[config.mk]
export PLATFORM = sky130hd
export DESIGN_NAME = multicycle_control
export DESIGN_NICKNAME = d
export VERILOG_FILES = /design/src/rtl/multicycle_control.sv
export SDC_FILE = /design/constraint.sdc
export NUM_CORES = 1
export LEC_CHECK = 0
export BUFFER_PORTS_ARGS = -buffer_cell sky130_fd_sc_hd__buf_2
export CAP_MARGIN = 0
export CORE_MARGIN = 2
export CORE_UTILIZATION = 49
export CTS_CLUSTER_DIAMETER = 50
export DETAILED_ROUTE_END_ITERATION = 16
export PLACE_DENSITY = 0.92
export SYNTH_ARGS = -nofsm -noshare
export SYNTH_HDL_FRONTEND = slang
export SYNTH_SLANG_ARGS = --single-unit
[constraint.sdc]
create_clock -name clk -period 4.1 [get_ports clk]
set_clock_uncertainty 0.15 [all_clocks]
set_input_delay 0.41 -clock clk [delete_from_list [all_inputs] [get_ports clk]]
set_output_delay 0.41 -clock clk [all_outputs]
set_load 0.01 [all_outputs]
[src/rtl/multicycle_control.sv]
// multicycle_control: multicycle FSM sequencing fetch/decode/execute/memory/writeback for the 16-bit datapath.
module multicycle_control (
  input  logic        clk,
  input  logic        rst_n,
  input  logic [15:0] instr,
  input  logic        isZero,
  output logic [2:0]  ALUcontrol,
  output logic        ALUsrcA,
  output logic [1:0]  ALUsrcB,
  output logic        PCwrite,
  output logic        IRwrite,
  output logic        MemRead,
  output logic        MemWrite,
  output logic        IorD,
  output logic        RegWrite,
  output logic        MemToReg,
  output logic [1:0]  PCsrc,
  output logic        illegal,
  output logic [2:0]  state,
  output logic [15:0] instret
);
  typedef enum logic [2:0] {FETCH, DECODE, EXEC, MEM, WB, BRANCH, JUMP} state_t;
  state_t cur, nxt;
  logic [3:0] op;
  logic rtype, lw, sw, beq, jmp, retire;
  assign op    = instr[15:12];
  assign rtype = ~op[3];
  assign lw    = op == 4'b1001;
  assign sw    = op == 4'b1010;
  assign beq   = op == 4'b1011;
  assign jmp   = op == 4'b1100;
  assign state = cur;
  assign retire = cur == WB || (cur == MEM && sw) || cur == BRANCH || cur == JUMP;
  always_ff @(posedge clk) begin
    if (!rst_n) begin
      cur     <= FETCH;
      instret <= 16'd0;
    end else begin
      cur     <= nxt;
      instret <= instret + {15'd0, retire};
    end
  end
  always_comb begin
    nxt        = FETCH;
    ALUcontrol = 3'b000;
    ALUsrcA    = 1'b0;
    ALUsrcB    = 2'b00;
    PCwrite    = 1'b0;
    IRwrite    = 1'b0;
    MemRead    = 1'b0;
    MemWrite   = 1'b0;
    IorD       = 1'b0;
    RegWrite   = 1'b0;
    MemToReg   = 1'b0;
    PCsrc      = 2'b00;
    illegal    = 1'b0;
    case (cur)
      FETCH: begin
        MemRead = 1'b1;
        IRwrite = 1'b1;
        ALUsrcB = 2'b01;
        PCwrite = 1'b1;
        nxt     = DECODE;
      end
      DECODE: begin
        ALUsrcB = 2'b10;
        nxt     = beq ? BRANCH : jmp ? JUMP : op[3:2] == 2'b11 ? FETCH : EXEC;
        illegal = op[3:2] == 2'b11 && !jmp;
      end
      EXEC: begin
        ALUsrcA    = 1'b1;
        ALUsrcB    = rtype ? 2'b00 : 2'b10;
        ALUcontrol = rtype ? op[2:0] : 3'b000;
        nxt        = lw || sw ? MEM : WB;
      end
      MEM: begin
        IorD     = 1'b1;
        MemRead  = lw;
        MemWrite = sw;
        nxt      = lw ? WB : FETCH;
      end
      WB: begin
        RegWrite = 1'b1;
        MemToReg = lw;
      end
      BRANCH: begin
        ALUsrcA    = 1'b1;
        ALUcontrol = 3'b001;
        PCsrc      = 2'b01;
        PCwrite    = isZero;
      end
      JUMP: begin
        PCsrc   = 2'b10;
        PCwrite = 1'b1;
      end
      default: nxt = FETCH;
    endcase
    if (!rst_n) begin
      PCwrite  = 1'b0;
      IRwrite  = 1'b0;
      MemRead  = 1'b0;
      MemWrite = 1'b0;
      RegWrite = 1'b0;
      illegal  = 1'b0;
    end
  end
endmodule

==> metrics <==
total iterations of the first detailed-routing run=4; Req. time, crit path=4.16 ns; hold path depth=2; maximum vdd ir drop=0.000141 V; Via density=5.36; vias in the first global route=990; Detail Route Antenna Nets=0; die area=2660 sq um; Least-Margin Pin Slew=0.462 ns; initial DRC count=21; Worst R2R Path Depth=9; clock buffer depth=2; Fill cells=222; IO buf count=41; CP Launch Type=register; synth top area cells=dfxtp_1 (34%), and2_1 (9.6%), xor2_1 (7.1%), nand2_1 (4.7%), nor3_1 (4.1%); commonest non-fill, non-tap cell in the layout=buf_2; critical path class=reg2reg; Final Cycle Share=58.3%; Lkg Pwr=0.683 nW; Final nets=197; most frequent cells in the layout=buf_2 (41), dfxtp_1 (19), and2_1 (17); synthesized area per cell=8.11 sq um; Rows=17; share of cells above drive strength 1=27.4%; Vias=1089; clock buffer count from CTS=3; R2R Setup Slk=1.71 ns; synthesized instance count=137; Final setup viols=0; post-route setup TNS=0 ns; Core Region=2170 sq um; final worst slack=1.71 ns; worst hold start=instr[14]; RR Startpoint=state[0]; max_slew headroom=69.2%; Syn Nets=158; maximum number of pins on one net before global-route repair=22; Total Routed Length=2480 um; Clock transition at path regs=0.11 ns; Worst Path Arrival=2.45 ns; leading area contributor after synthesis=dfxtp_1; GRT overflow=0; pwr/cell area=273 nW/um^2; Tmin final=2.39 ns; placer's final routability congestion estimate=0.813; cell area after synthesis=1110 sq um; num ports=54; crit path max fanout=11; run status=finished, final reports clean; total global-route track usage=20.5%; Setup WS pre-CTS=1.55 ns; root buffer cell=clkbuf_4; initial antenna violation count=0; Starting Density=51.2%; Ys Warns=0; Max H-tree Level=1; CP Capture Type=register; first-pass GRT wire length=4170 um; Post-CTS Setup Bufs=0; final slew viol count=0; worst hold path endpoint=state[1]; post-synthesis cell type count=32; area of the multi-input gates=693 sq um; ant diodes=0; worst r2r dst=instret[12]; Seq/Total Area, Yosys=34.2%; WL per Instance=12.2 um; clock sinks=19; sequential cell area=380 sq um; Hold Vio Cnt, Final=0; RSZ-0062 raised after global routing=false; CTS tree=done; Die H=51.6 um; Yosys top cell area share=34.2%; f_max=0.418 GHz; post-cts resize count=0; Hold WC Path Type=in2reg; Die Span X=51.6 um; # DRC=0; CTS Hold Bufs=0; Max-Cap Viols=0; synthesis-to-finish area growth=21.6%; DPL Wire Length=1860 um; synthesis-stage register bit count=19; Hold Slack=0.236 ns; clk_lat worst skew=0.30 ns
-- metal layers --
layer | up-vias | routed length (um) | share of wire [%] | global-route usage, %
met5 | - | 0 | 0 | 0
met4 | 0 | 39 | 1.6 | 9.21
met3 | 4 | 146 | 5.9 | 1.72
met2 | 45 | 1240 | 50 | 37.8
met1 | 489 | 1060 | 43 | 23.8
li1 | 551 | - | - | -
-- through the flow --
stage / util (%) / power, mW / instance area (sq um) / std cells
6_report: 62.3 / 0.369 / 1350 / 203
3_5_place_dp: 61.1 / 0.279 / 1330 / 199
4_1_cts: 62.3 / 0.370 / 1350 / 203
2_1_floorplan: - / 0.251 / 1110 / 137
3_3_place_gp: 61.1 / 0.276 / 1330 / 199
5_1_grt: 62.3 / 0.391 / 1350 / 203
-- registers in the layout, indices dropped and copies added, names as in the netlist --
signal,cells
state,3
instret,16
-- kinds of logic (layout without fill, tap and decap cells) --
group | count (synthesis) | in the layout | share of synthesized area, %
fa+ha+maj | 2 | 2 | 2.25
xor+xnor | 12 | 12 | 9.46
buf+inv | 10 | 48 | 3.38
flops | 19 | 19 | 34.2
simple gates | 74 | 74 | 38.3
mux | 1 | 1 | 0.901
compound gates | 19 | 19 | 11.5
-- worst max-delay path by stage --
stage / from / to / slack, ns / depth (start not counted)
after CTS: state[0] / instret[7] / 1.66 / 7
after floorplan: state[0] / instret[12] / 1.76 / 10
after detailed placement: instr[15] / instret[12] / 1.55 / 10
final: state[0] / instret[12] / 1.71 / 9
after global routing: state[0] / instret[12] / 1.46 / 9
after global placement: instr[15] / instret[12] / 1.63 / 10
-- cells in the mapped netlist, drive strengths merged --
master / count
a21oi: 3
ha: 2
nor3: 9
or3: 2
clkbuf: 7
nor2b: 3
xnor2: 3
o21bai: 1
nand4bb: 1
o22ai: 1
nand2: 14
o22a: 1
nor2: 9
a32oi: 2
and2b: 1
a21boi: 2
nand4: 4
xor2: 9
o21ai: 4
nor4: 3
and3: 1
nand2b: 3
o211a: 1
inv: 3
dfxtp: 19
mux2i: 1
nand3: 7
o31ai: 1
a31oi: 2
a21o: 1
and2: 17
-- final cells by class --
| class | instances | share of cell area [%] |
|---|---|---|
| Clock buffer | 4 | 1.94 |
| Inverter | 3 | 0.833 |
| Multi-Input combinational cell | 108 | 51.3 |
| Sequential cell | 19 | 28.1 |
| Tap cell | 28 | 2.59 |
| Timing Repair Buffer | 41 | 15.2 |
-- worst max-delay path: stages, from the launching register on --
cell,delay (ns)
dfxtp_1,0.53
nand2_1,0.14
nand4bb_1,0.22
o21ai_0,0.17
ha_1,0.19
ha_1,0.20
nand2_1,0.14
nor4_2,0.30
xor2_1,0.09
and2_1,0.16
-- report_power, final --
group	internal [mW]	switching [mW]
Clock	0.0379	0.0569
Sequential	0.189	0.0105
Combinational	0.0315	0.0432
Power figures use the tool's default switching activity.
